`src/rtl/core_mem_arbiter_if.sv`:
```
// Bundle of every requester, response and memory-macro signal around the
// shared single-port SRAM, seen from the arbiter (slave) or the environment (master).
interface core_mem_arbiter_if #(
   parameter int ADDR_WIDTH = 32,
   parameter int DATA_WIDTH = 32,
   parameter int CNT_WIDTH  = 16
);
   // Handshake: a requester raises req with address/data and holds them until
   // gnt is seen in the same cycle; gnt completes the transfer. A granted read
   // returns exactly one rvalid pulse with rdata on the following cycle.
   logic                  i_if_req;
   logic [ADDR_WIDTH-1:0] i_if_addr;
   logic                  o_if_gnt;
   logic                  o_if_rvalid;
   logic [DATA_WIDTH-1:0] o_if_rdata;

   logic                  i_d_req;
   logic                  i_d_we;
   logic [ADDR_WIDTH-1:0] i_d_addr;
   logic [DATA_WIDTH-1:0] i_d_wdata;
   logic                  o_d_gnt;
   logic                  o_d_rvalid;
   logic [DATA_WIDTH-1:0] o_d_rdata;

   logic                  i_h_req;
   logic                  i_h_we;
   logic [ADDR_WIDTH-1:0] i_h_addr;
   logic [DATA_WIDTH-1:0] i_h_wdata;
   logic                  o_h_gnt;
   logic                  o_h_rvalid;
   logic [DATA_WIDTH-1:0] o_h_rdata;

   logic                  i_h_lock;
   logic                  o_locked;

   logic                  o_mem_en;
   logic                  o_mem_we;
   logic [ADDR_WIDTH-1:0] o_mem_addr;
   logic [DATA_WIDTH-1:0] o_mem_wdata;
   logic [DATA_WIDTH-1:0] i_mem_rdata;

   logic [CNT_WIDTH-1:0]  o_conflict_cnt;
   logic [1:0]            o_state_dbg;

   modport slave (
      input  i_if_req, i_if_addr,
      output o_if_gnt, o_if_rvalid, o_if_rdata,
      input  i_d_req, i_d_we, i_d_addr, i_d_wdata,
      output o_d_gnt, o_d_rvalid, o_d_rdata,
      input  i_h_req, i_h_we, i_h_addr, i_h_wdata,
      output o_h_gnt, o_h_rvalid, o_h_rdata,
      input  i_h_lock,
      output o_locked,
      output o_mem_en, o_mem_we, o_mem_addr, o_mem_wdata,
      input  i_mem_rdata,
      output o_conflict_cnt, o_state_dbg
   );

   modport master (
      output i_if_req, i_if_addr,
      input  o_if_gnt, o_if_rvalid, o_if_rdata,
      output i_d_req, i_d_we, i_d_addr, i_d_wdata,
      input  o_d_gnt, o_d_rvalid, o_d_rdata,
      output i_h_req, i_h_we, i_h_addr, i_h_wdata,
      input  o_h_gnt, o_h_rvalid, o_h_rdata,
      output i_h_lock,
      input  o_locked,
      input  o_mem_en, o_mem_we, o_mem_addr, o_mem_wdata,
      output i_mem_rdata,
      input  o_conflict_cnt, o_state_dbg
   );
endinterface

```
`src/rtl/core_mem_arbiter.sv`:
```
// Three-way arbiter (fetch, data, host) in front of a 1-cycle-latency SRAM,
// with host lock-out sequencing and a saturating fetch/data conflict counter.
module core_mem_arbiter #(
   parameter int ADDR_WIDTH = 32,
   parameter int DATA_WIDTH = 32,
   parameter int CNT_WIDTH  = 16
) (
   input logic                 clk,
   input logic                 rst,
   core_mem_arbiter_if.slave   bus
);
   typedef enum logic [1:0] {ST_RUN = 2'd0, ST_DRAIN = 2'd1, ST_LOCKED = 2'd2} state_t;
   typedef enum logic [1:0] {OWN_NONE = 2'd0, OWN_IF = 2'd1, OWN_D = 2'd2, OWN_H = 2'd3} owner_t;

   state_t               state_q;
   owner_t               owner_q;
   logic                 rr_q;      // 0: fetch favoured, 1: data favoured
   logic                 locked_q;
   logic [CNT_WIDTH-1:0] cnt_q;

   logic core_ok, if_gnt, d_gnt, h_gnt;

   // Grants are gated by reset so nothing leaks out while rst is low.
   always_comb begin
      core_ok = (state_q == ST_RUN) || ((state_q == ST_LOCKED) && !bus.i_h_lock);
      h_gnt   = rst && bus.i_h_req;
      if_gnt  = rst && core_ok && !bus.i_h_req && bus.i_if_req && (!bus.i_d_req || !rr_q);
      d_gnt   = rst && core_ok && !bus.i_h_req && bus.i_d_req && (!bus.i_if_req || rr_q);

      bus.o_mem_en    = h_gnt || if_gnt || d_gnt;
      bus.o_mem_we    = 1'b0;
      bus.o_mem_addr  = '0;
      bus.o_mem_wdata = '0;
      if (h_gnt) begin
         bus.o_mem_we    = bus.i_h_we;
         bus.o_mem_addr  = bus.i_h_addr;
         bus.o_mem_wdata = bus.i_h_wdata;
      end else if (if_gnt) begin
         bus.o_mem_addr  = bus.i_if_addr;
      end else if (d_gnt) begin
         bus.o_mem_we    = bus.i_d_we;
         bus.o_mem_addr  = bus.i_d_addr;
         bus.o_mem_wdata = bus.i_d_wdata;
      end
   end

   assign bus.o_if_gnt = if_gnt;
   assign bus.o_d_gnt  = d_gnt;
   assign bus.o_h_gnt  = h_gnt;

   assign bus.o_if_rvalid = (owner_q == OWN_IF);
   assign bus.o_d_rvalid  = (owner_q == OWN_D);
   assign bus.o_h_rvalid  = (owner_q == OWN_H);
   assign bus.o_if_rdata  = (owner_q == OWN_IF) ? bus.i_mem_rdata : '0;
   assign bus.o_d_rdata   = (owner_q == OWN_D)  ? bus.i_mem_rdata : '0;
   assign bus.o_h_rdata   = (owner_q == OWN_H)  ? bus.i_mem_rdata : '0;

   assign bus.o_locked       = locked_q;
   assign bus.o_conflict_cnt = cnt_q;
   assign bus.o_state_dbg    = state_q;

   always_ff @(posedge clk or negedge rst) begin
      if (!rst) begin
         state_q  <= ST_RUN;
         owner_q  <= OWN_NONE;
         rr_q     <= 1'b0;
         locked_q <= 1'b0;
         cnt_q    <= '0;
      end else begin
         if (h_gnt && !bus.i_h_we)      owner_q <= OWN_H;
         else if (if_gnt)               owner_q <= OWN_IF;
         else if (d_gnt && !bus.i_d_we) owner_q <= OWN_D;
         else                           owner_q <= OWN_NONE;

         if (if_gnt)     rr_q <= 1'b1;
         else if (d_gnt) rr_q <= 1'b0;

         if ((state_q == ST_RUN) && bus.i_if_req && bus.i_d_req && !bus.i_h_req
             && (cnt_q != {CNT_WIDTH{1'b1}}))
            cnt_q <= cnt_q + CNT_WIDTH'(1);

         // A read granted in RUN returns during DRAIN, so DRAIN always lasts one cycle.
         case (state_q)
            ST_RUN: begin
               if (bus.i_h_lock) state_q <= ST_DRAIN;
            end
            ST_DRAIN: begin
               if (bus.i_h_lock) begin
                  state_q  <= ST_LOCKED;
                  locked_q <= 1'b1;
               end else begin
                  state_q  <= ST_RUN;
               end
            end
            ST_LOCKED: begin
               if (!bus.i_h_lock) begin
                  state_q  <= ST_RUN;
                  locked_q <= 1'b0;
               end
            end
            default: begin
               state_q  <= ST_RUN;
               locked_q <= 1'b0;
            end
         endcase
      end
   end
endmodule
```
`src/flat_wrapper.sv`:
```
// flat-port wrapper written by rule: the top's interface ports become plain ports
module core_mem_arbiter_flat 
#(
   parameter int ADDR_WIDTH = 32,
   parameter int DATA_WIDTH = 32,
   parameter int CNT_WIDTH  = 16
)
  (clk, rst, bus_i_if_req, bus_i_if_addr, bus_o_if_gnt, bus_o_if_rvalid, bus_o_if_rdata, bus_i_d_req, bus_i_d_we, bus_i_d_addr, bus_i_d_wdata, bus_o_d_gnt, bus_o_d_rvalid, bus_o_d_rdata, bus_i_h_req, bus_i_h_we, bus_i_h_addr, bus_i_h_wdata, bus_o_h_gnt, bus_o_h_rvalid, bus_o_h_rdata, bus_i_h_lock, bus_o_locked, bus_o_mem_en, bus_o_mem_we, bus_o_mem_addr, bus_o_mem_wdata, bus_i_mem_rdata, bus_o_conflict_cnt, bus_o_state_dbg);
  core_mem_arbiter_if #(.ADDR_WIDTH(ADDR_WIDTH), .DATA_WIDTH(DATA_WIDTH), .CNT_WIDTH(CNT_WIDTH)) bus_i ();
  input logic clk;
  input logic rst;
  input wire logic [$bits(bus_i.i_if_req)-1:0] bus_i_if_req;
  input wire logic [$bits(bus_i.i_if_addr)-1:0] bus_i_if_addr;
  output wire logic [$bits(bus_i.o_if_gnt)-1:0] bus_o_if_gnt;
  output wire logic [$bits(bus_i.o_if_rvalid)-1:0] bus_o_if_rvalid;
  output wire logic [$bits(bus_i.o_if_rdata)-1:0] bus_o_if_rdata;
  input wire logic [$bits(bus_i.i_d_req)-1:0] bus_i_d_req;
  input wire logic [$bits(bus_i.i_d_we)-1:0] bus_i_d_we;
  input wire logic [$bits(bus_i.i_d_addr)-1:0] bus_i_d_addr;
  input wire logic [$bits(bus_i.i_d_wdata)-1:0] bus_i_d_wdata;
  output wire logic [$bits(bus_i.o_d_gnt)-1:0] bus_o_d_gnt;
  output wire logic [$bits(bus_i.o_d_rvalid)-1:0] bus_o_d_rvalid;
  output wire logic [$bits(bus_i.o_d_rdata)-1:0] bus_o_d_rdata;
  input wire logic [$bits(bus_i.i_h_req)-1:0] bus_i_h_req;
  input wire logic [$bits(bus_i.i_h_we)-1:0] bus_i_h_we;
  input wire logic [$bits(bus_i.i_h_addr)-1:0] bus_i_h_addr;
  input wire logic [$bits(bus_i.i_h_wdata)-1:0] bus_i_h_wdata;
  output wire logic [$bits(bus_i.o_h_gnt)-1:0] bus_o_h_gnt;
  output wire logic [$bits(bus_i.o_h_rvalid)-1:0] bus_o_h_rvalid;
  output wire logic [$bits(bus_i.o_h_rdata)-1:0] bus_o_h_rdata;
  input wire logic [$bits(bus_i.i_h_lock)-1:0] bus_i_h_lock;
  output wire logic [$bits(bus_i.o_locked)-1:0] bus_o_locked;
  output wire logic [$bits(bus_i.o_mem_en)-1:0] bus_o_mem_en;
  output wire logic [$bits(bus_i.o_mem_we)-1:0] bus_o_mem_we;
  output wire logic [$bits(bus_i.o_mem_addr)-1:0] bus_o_mem_addr;
  output wire logic [$bits(bus_i.o_mem_wdata)-1:0] bus_o_mem_wdata;
  input wire logic [$bits(bus_i.i_mem_rdata)-1:0] bus_i_mem_rdata;
  output wire logic [$bits(bus_i.o_conflict_cnt)-1:0] bus_o_conflict_cnt;
  output wire logic [$bits(bus_i.o_state_dbg)-1:0] bus_o_state_dbg;
  assign bus_i.i_if_req = bus_i_if_req;
  assign bus_i.i_if_addr = bus_i_if_addr;
  assign bus_o_if_gnt = bus_i.o_if_gnt;
  assign bus_o_if_rvalid = bus_i.o_if_rvalid;
  assign bus_o_if_rdata = bus_i.o_if_rdata;
  assign bus_i.i_d_req = bus_i_d_req;
  assign bus_i.i_d_we = bus_i_d_we;
  assign bus_i.i_d_addr = bus_i_d_addr;
  assign bus_i.i_d_wdata = bus_i_d_wdata;
  assign bus_o_d_gnt = bus_i.o_d_gnt;
  assign bus_o_d_rvalid = bus_i.o_d_rvalid;
  assign bus_o_d_rdata = bus_i.o_d_rdata;
  assign bus_i.i_h_req = bus_i_h_req;
  assign bus_i.i_h_we = bus_i_h_we;
  assign bus_i.i_h_addr = bus_i_h_addr;
  assign bus_i.i_h_wdata = bus_i_h_wdata;
  assign bus_o_h_gnt = bus_i.o_h_gnt;
  assign bus_o_h_rvalid = bus_i.o_h_rvalid;
  assign bus_o_h_rdata = bus_i.o_h_rdata;
  assign bus_i.i_h_lock = bus_i_h_lock;
  assign bus_o_locked = bus_i.o_locked;
  assign bus_o_mem_en = bus_i.o_mem_en;
  assign bus_o_mem_we = bus_i.o_mem_we;
  assign bus_o_mem_addr = bus_i.o_mem_addr;
  assign bus_o_mem_wdata = bus_i.o_mem_wdata;
  assign bus_i.i_mem_rdata = bus_i_mem_rdata;
  assign bus_o_conflict_cnt = bus_i.o_conflict_cnt;
  assign bus_o_state_dbg = bus_i.o_state_dbg;
  core_mem_arbiter #(.ADDR_WIDTH(ADDR_WIDTH), .DATA_WIDTH(DATA_WIDTH), .CNT_WIDTH(CNT_WIDTH)) u_core (.clk(clk), .rst(rst), .bus(bus_i));
endmodule
```
`config.mk`:
```
export PLATFORM = sky130hd
export DESIGN_NAME = core_mem_arbiter_flat
export DESIGN_NICKNAME = d
export VERILOG_FILES = /design/src/rtl/core_mem_arbiter_if.sv /design/src/rtl/core_mem_arbiter.sv /design/src/flat_wrapper.sv
export SDC_FILE = /design/constraint.sdc
export NUM_CORES = 1
export LEC_CHECK = 0
export BUFFER_PORTS_ARGS = -buffer_cell sky130_fd_sc_hd__buf_4
export CAP_MARGIN = 20
export CORE_AREA = 8 8 145 147
export DETAILED_ROUTE_END_ITERATION = 7
export DIE_AREA = 0 0 153 155
export PLACE_DENSITY = 0.47
export SYNTH_ARGS = -nofsm -noshare
export SYNTH_HDL_FRONTEND = slang
export SYNTH_SLANG_ARGS = --single-unit
export TNS_END_PERCENT = 5
```
`constraint.sdc`:
```
create_clock -name clk -period 3.5 [get_ports clk]
set_clock_uncertainty 0.2 [all_clocks]
set_input_delay 0.35 -clock clk [delete_from_list [all_inputs] [get_ports clk]]
set_output_delay 0.35 -clock clk [all_outputs]
set_load 0.01 [all_outputs]
```
==> qor.yml, run 1 <==
run_status:
  outcome: "finished clean"
sta:
  fin_crit_sh: 0.7698
  max_clock_freq_mhz: 371.1
  hold_ws_ns: 0.1001
  setup_violations: 0
  rsz0062_at_grt: "no"
  tightest_slew_ns: 0.5748
  setup_tns_ns: 0
  final_max_slew_viol_count: 0
  setup_ws_ns: 0.8056
  finalHoldViolCount: 0
  fin_crit_ns: 2.694
  relSlewSlack: 0.6139
drt:
  drt_iter0_markers: 218
  routed_wl_mm: 19.77
  wl_per_cell_um: 21.23
  drt.antenna.violating_nets: 0
  first_pass_iters: 4
  vias_per_cell: 4.478
  drc: 0
  vias: 4169
yosys:
  synth_edf_count: 0
  ys_ff_latch: 22
  synthDistinctLibCells: 40
  ys_warn_count: 0
  ys.flop_type: "dfrtp_1"
  synthArstFlopShare: 1.000
  netlist_area_um2: 2658
  yosysTopAreaCell: "dfrtp_1"
  synth.most_common_cell: "and2_1"
  syn_avg_cell_area_um2: 8.152
  synth_top_area_share: 0.2072
  synthTopCellsByArea: "dfrtp_1 (21%), and2_1 (16%), and3_1 (15%)"
  syn-num-nets: 527
  yosys-top-cells-count: "and2_1 (66), and3_1 (65), a22o_1 (33), a221o_1 (32), clkbuf_1 (24)"
  netlist_instances: 326
  yosysSeqAreaShare: 0.2072
final_layout:
  area_growth_pct: 122.6
  fillCellCount: 2045
  drive_gt1_frac: 0.5887
  seq_area_um2: 550.5
  final_cell_count_no_fill: 931
  multi_input_area_um2: 1967
  nNetsFinal: 895
  antennaDiodeCount: 0
clock_network:
  post_cts_resized: 0
  cts.clk_slew.worst_paths_ns: 0.06
  cts_root_buf: "clkbuf_16"
  cts_tree: "yes"
  htree_levels: 1
  clkLatencyLatePin_ns: 0.26
  cts_buffers: 3
  clkSinkCount: 22
  cts.path.max_buffers: 2
pwr:
  leakage_uw: 0.003358
  ir_drop_mv: 0.2334
  power_density_nw_per_um2: 241.2
worst_setup_path:
  setup.worst_path.class: "reg -> out"
  path_delay_family: "buffers and inverters"
  crit_slowest_cell: "dfrtp_1"
  timing.rr.start: "u_core.bus.o_conflict_cnt[0]"
  start_kind: "flop"
  cp.required_ns: 2.95
  crit_chain: "nor2_1 > nand4_1 > a21oi_4 > buf_4 > a221o_1 > buf_4"
  r2r_setup_slack_ns: 1.37
  crit_top_cell: "buf_4"
  reg2reg_to: "u_core.bus.o_conflict_cnt[1]"
  reg2regPathDepth: 5
  worstPathMaxFanout: 35
  path_buf_inv: 2
  worstSetupEndpointType: "primary output"
  critPathMaxStageDelay_ns: 0.47
  cp.arrival_ns: 2.14
global_route:
  grt_usage: 0.1513
  met3_usage: 0.03551
  grt_overflow_total: 0
  grt.met2_usage: 0.2809
  grt_use_met1: 0.1752
  grt_pass1_wl_mm: 28.22
  antenna_found_initial: 0
  grt_max_degree: 68
  first_global_vias: 4134
  grt-busiest-layer: "met2"
placed_design:
  place_hpwl_mm: 16.59
  io_buffers: 386
  gp_congestion: 0.9165
  dp_cells: 926
  dpl_worst_slack_ns: 0.9809
hold_path:
  hold_depth: 2
  hold_class: "in -> reg"
  whs_endpoint: "u_core.owner_q[0]"
  hold_path_startpoint: "bus_i_h_we"
floorplanning:
  core_um2: 18950
  die_h_um: 155
  die_area_um2: 23720
  rows: 51
  io-pin-count: 387
  dieWidth_um: 153
  start_util: 0.1402
run:
  maxCapViolCount: 0
sequential cells by signal (all words and copies together) (netlist names):
register	count
u_core.bus.o_conflict_cnt	16
u_core.bus.o_locked	1
u_core.bus.o_state_dbg	2
u_core.owner_q	2
u_core.rr_q	1
worst reg2reg max path: stages (launching register included):
cell,delay [ns]
dfrtp_1,0.42
ha_1,0.20
nand3_1,0.19
nor4_4,0.49
a21oi_2,0.19
mux2_4,0.32
worst max-delay path by stage:
stage                                    from  slack [ns]                  to  depth (start not counted)
finish              u_core.bus.o_state_dbg[0]        0.81  bus_o_mem_addr[23]                          6
global route        u_core.bus.o_state_dbg[0]        0.65  bus_o_mem_addr[22]                          6
CTS                 u_core.bus.o_state_dbg[0]        0.80  bus_o_mem_addr[22]                          6
detailed placement                bus_i_h_req        0.98  bus_o_mem_addr[22]                          7
global placement                  bus_i_h_req        1.03  bus_o_mem_addr[22]                          7
floorplan           u_core.bus.o_state_dbg[0]        1.36  bus_o_mem_addr[13]                          5
power by group:
| group | switching (uW) | internal (uW) |
|---|---|---|
| logic | 325 | 418 |
| clock network | 101 | 227 |
| registers | 59.3 | 297 |
placed cells by master, fill, tap and decap left out, types with 8 or more instances in the layout:
cell,count
buf_4,393
a221o_1,32
a22o_1,33
xor2_1,14
and2_1,66
dfrtp_1,22
nand2_1,8
and3_1,65
final cells by class:
cell class	instances	area share
Timing Repair Buffer	395	0.5038
Clock buffer	3	0.01269
Inverter	4	0.002538
Clock inverter	1	0.005076
Sequential cell	22	0.09306
Multi-Input combinational cell	268	0.3325
Tap cell	238	0.05034
kinds of logic after synthesis:
| logic type | after synthesis | share of synthesized area |
|---|---|---|
| AOI/OAI and AO/OA | 80 | 0.2745 |
| DFF | 22 | 0.2072 |
| xor gates and xnor gates | 15 | 0.04944 |
| buffers and inverters | 36 | 0.05838 |
| muxes | 1 | 0.005648 |
| adders and majority gates | 1 | 0.004707 |
| and+or+nand+nor | 171 | 0.4002 |
what timing repair did:
item,in CTS,in global routing
buffers inserted,0,0
hold buffers,1,0
hold endpoints to repair,1,0
stage by stage:
stage | util | power [uW] | instance area, um2
after CTS | 0.3121 | 1449 | 5916
after global placement | 0.3061 | 1102 | 5801
final | 0.3121 | 1427 | 5916
after global routing | 0.3121 | 1514 | 5916
after detailed placement | 0.3061 | 1112 | 5801
after floorplan | - | 626.3 | 2658
layer usage:
| layer | up-vias | share of wire |
|---|---|---|
| li1 | 1969 | - |
| met1 | 1983 | 0.38 |
| met2 | 201 | 0.53 |
| met3 | 16 | 0.074 |
| met4 | 0 | 0.017 |
| met5 | - | 0 |
Note: power is estimated with default switching activity, not from simulation.
==> run 2, diff against run 1 <==
==> constraint.sdc (replaced) <==
create_clock -name clk -period 2.5 [get_ports clk]
set_clock_uncertainty 0.2 [all_clocks]
set_input_delay 0.25 -clock clk [delete_from_list [all_inputs] [get_ports clk]]
set_output_delay 0.25 -clock clk [all_outputs]
set_load 0.01 [all_outputs]
==> run 2 against run 1 <==
  * Critical path depth grew 1
  * Largest power group unchanged
  * Final cell count up 0.75%
  * Highest routed layer unchanged
  * Power up 41%
  * Critical path type is now in -> out
  * Setup slack got worse by 0.71 ns
  * Clock-buffer cell count is the same
  * Via count increased by 0.53%
==> qor.yml, run 2 (synthesized netlist as in run 1, its figures left out) <==
hold_path:
  hold_path_startpoint: "bus_i_h_we"  # unchanged
  whs_endpoint: "u_core.owner_q[0]"  # unchanged
  hold_depth: 2  # unchanged
  hold_class: "in -> reg"  # unchanged
pwr:
  ir_drop_mv: 0.2517  # was 0.2334 mV
  seqPwrFrac: 0.247  # was 0.250
  total_power_uw: 2011  # was 1427 uW
  pwr-share-clk: 0.223  # was 0.230
  leakage_uw: 0.003411  # was 0.003358 uW
  p_switching_uw: 676.1  # was 484.9 uW
  pwr-share-comb: 0.529  # was 0.521
  p_sw_frac: 0.3362  # was 0.3398
  intPower_uw: 1335  # was 942.2 uW
  power_density_nw_per_um2: 333.7  # was 241.2 nW/um2
drt:
  first_pass_iters: 4  # unchanged
  routed_wl_mm: 19.79  # was 19.77 mm
  drt_iter0_markers: 211  # was 218
  vias_per_cell: 4.468  # was 4.478
  vias: 4191  # was 4169
  drc: 0  # unchanged
  wl_per_cell_um: 21.10  # was 21.23 um
  drt.antenna.violating_nets: 0  # unchanged
final_layout:
  final_cell_mix: "buf_4 (395), and2_1 (66), and3_1 (65)"  # was buf_4 (393), and2_1 (66), and3_1 (65)
  antennaDiodeCount: 0  # unchanged
  fillCellCount: 2047  # was 2045
  multi_input_area_um2: 1967  # unchanged
  seq_area_um2: 550.5  # unchanged
  final_common_cell: "buf_4"  # unchanged
  nNetsFinal: 902  # was 895
  largest_reg_flops: 16  # unchanged
  drive_gt1_frac: 0.5929  # was 0.5887
  area_growth_pct: 126.8  # was 122.6%
global_route:
  grt_overflow_total: 0  # unchanged
  antenna_found_initial: 0  # unchanged
  grt_usage: 0.1502  # was 0.1513
  grt_use_met1: 0.1740  # was 0.1752
  grt-busiest-layer: "met2"  # unchanged
  grt_pass1_wl_mm: 28.12  # was 28.22 mm
  grt_max_degree: 39  # was 68
  met3_usage: 0.03245  # was 0.03551
  first_global_vias: 4142  # was 4134
  grt.met2_usage: 0.2879  # was 0.2809
worst_setup_path:
  setup.worst_path.class: "in -> out"  # was reg -> out
  cp.required_ns: 2.05  # was 2.95 ns
  reg2reg_to: "u_core.bus.o_conflict_cnt[8]"  # was u_core.bus.o_conflict_cnt[1]
  worstSetupEndpointType: "primary output"  # unchanged
  worstPathMaxFanout: 29  # was 35
  cp.arrival_ns: 1.96  # was 2.14 ns
  r2r_setup_slack_ns: 0.46  # was 1.37 ns
  timing.rr.start: "u_core.bus.o_conflict_cnt[0]"  # unchanged
  start_kind: "primary input"  # was flop
  reg2regPathDepth: 5  # unchanged
sta:
  rsz0062_at_grt: "yes"  # was no
  setup_ws_ns: 0.09143  # was 0.8056 ns
  setup_violations: 0  # unchanged
  final_max_slew_viol_count: 0  # unchanged
  relSlewSlack: 0.6582  # was 0.6139
  tightest_slew_ns: 0.4998  # was 0.5748 ns
  hold_ws_ns: 0.03082  # was 0.1001 ns
  finalHoldViolCount: 0  # unchanged
  fin_crit_sh: 0.9634
  max_clock_freq_mhz: 415.2
  fin_crit_ns: 2.409
clock_network:
  cts_root_buf: "clkbuf_16"  # unchanged
  htree_levels: 1  # unchanged
  clkLatencyLatePin_ns: 0.26  # about the same
  cts.path.max_buffers: 2  # unchanged
  cts_buffers: 3  # unchanged
  cts_tree: "yes"  # unchanged
  clkSinkCount: 22  # unchanged
  cts.clk_slew.worst_paths_ns: 0.06  # about the same
placed_design:
  dpl_worst_slack_ns: 0.3596  # was 0.9809 ns
  place_hpwl_mm: 16.66  # was 16.59 mm
  gp_congestion: 0.8690  # was 0.9165
  io_buffers: 386  # unchanged
floorplanning:
  dieWidth_um: 153  # unchanged
  start_util: 0.1402  # unchanged
  core_um2: 18950  # unchanged
  die_h_um: 155  # unchanged
  rows: 51  # unchanged
  io-pin-count: 387  # unchanged
  die_area_um2: 23720  # unchanged
run:
  maxCapViolCount: 0  # unchanged
run_status:
  outcome: "finished clean"  # unchanged
run 2: changes by cell type in the layout (fill, tap and decap cells not counted), sizes merged:
cell    previous run  this run
buf              394       400
clkbuf             3         4
run 2: through the flow:
| step | utilization | instances | area (um2) | setup TNS (ns) |
|---|---|---|---|---|
| 5_1_grt | 0.3180 | 938 | 6027 | -0.02873 |
| 3_5_place_dp | 0.3100 | 931 | 5876 | 0 |
| 4_1_cts | 0.3161 | 936 | 5991 | 0 |
| 3_3_place_gp | 0.3100 | 931 | 5876 | 0 |
| 6_report | 0.3180 | 938 | 6027 | 0 |
| 2_1_floorplan | - | 326 | 2658 | 0 |
run 2: worst max-delay path by stage:
| stage | slack (ns) | cells after the start | start | end |
|---|---|---|---|---|
| finish | 0.09 | 7 | rst | bus_o_mem_addr[24] |
| floorplan | 0.46 | 5 | u_core.bus.o_state_dbg[0] | bus_o_mem_addr[13] |
| detailed placement | 0.36 | 7 | bus_i_h_req | bus_o_mem_wdata[0] |
| CTS | 0.01 | 7 | rst | bus_o_mem_wdata[0] |
| global placement | 0.40 | 7 | bus_i_h_req | bus_o_mem_wdata[0] |
| global route | -0.02 | 7 | rst | bus_o_mem_addr[28] |
run 2: layout make-up:
type | instances | area share
multi-input combinational | 268 | 0.3263
clock inverter | 1 | 0.004982
clock buffer | 3 | 0.01246
sequential | 22 | 0.09134
timing repair buffer | 402 | 0.5130
tap | 238 | 0.04941
inverter | 4 | 0.002491
run 2: per-layer routing:
layer	vias up	part of all wire
met2	194	0.54
met1	1999	0.40
met3	12	0.056
met5	-	0
li1	1986	-
met4	0	0.0056
run 2: what timing repair did:
item | CTS | global route
hold buffers | 1 | 0
hold endpoints to repair | 22 | 0
gates resized for setup | 0 | 1
buffers inserted | 0 | 1
endpoints found under the setup margin | 0 | 66
run 2: power by group through the flow:
stage          clock network [uW]  registers [uW]  logic, uW
6_report                      449             498       1060
4_1_cts                       476             499       1070
5_1_grt                       487             513       1140
3_5_place_dp                    0             502       1070
3_3_place_gp                    0             501       1060
2_1_floorplan                   0             508        368
run 2: critical path, stage by stage:
cell and delay (ns):
dlygate4sd3_1 0.54, buf_6 0.17, nand4_1 0.20, nor2_4 0.25, buf_12 0.22, a221o_1 0.18, buf_4 0.13
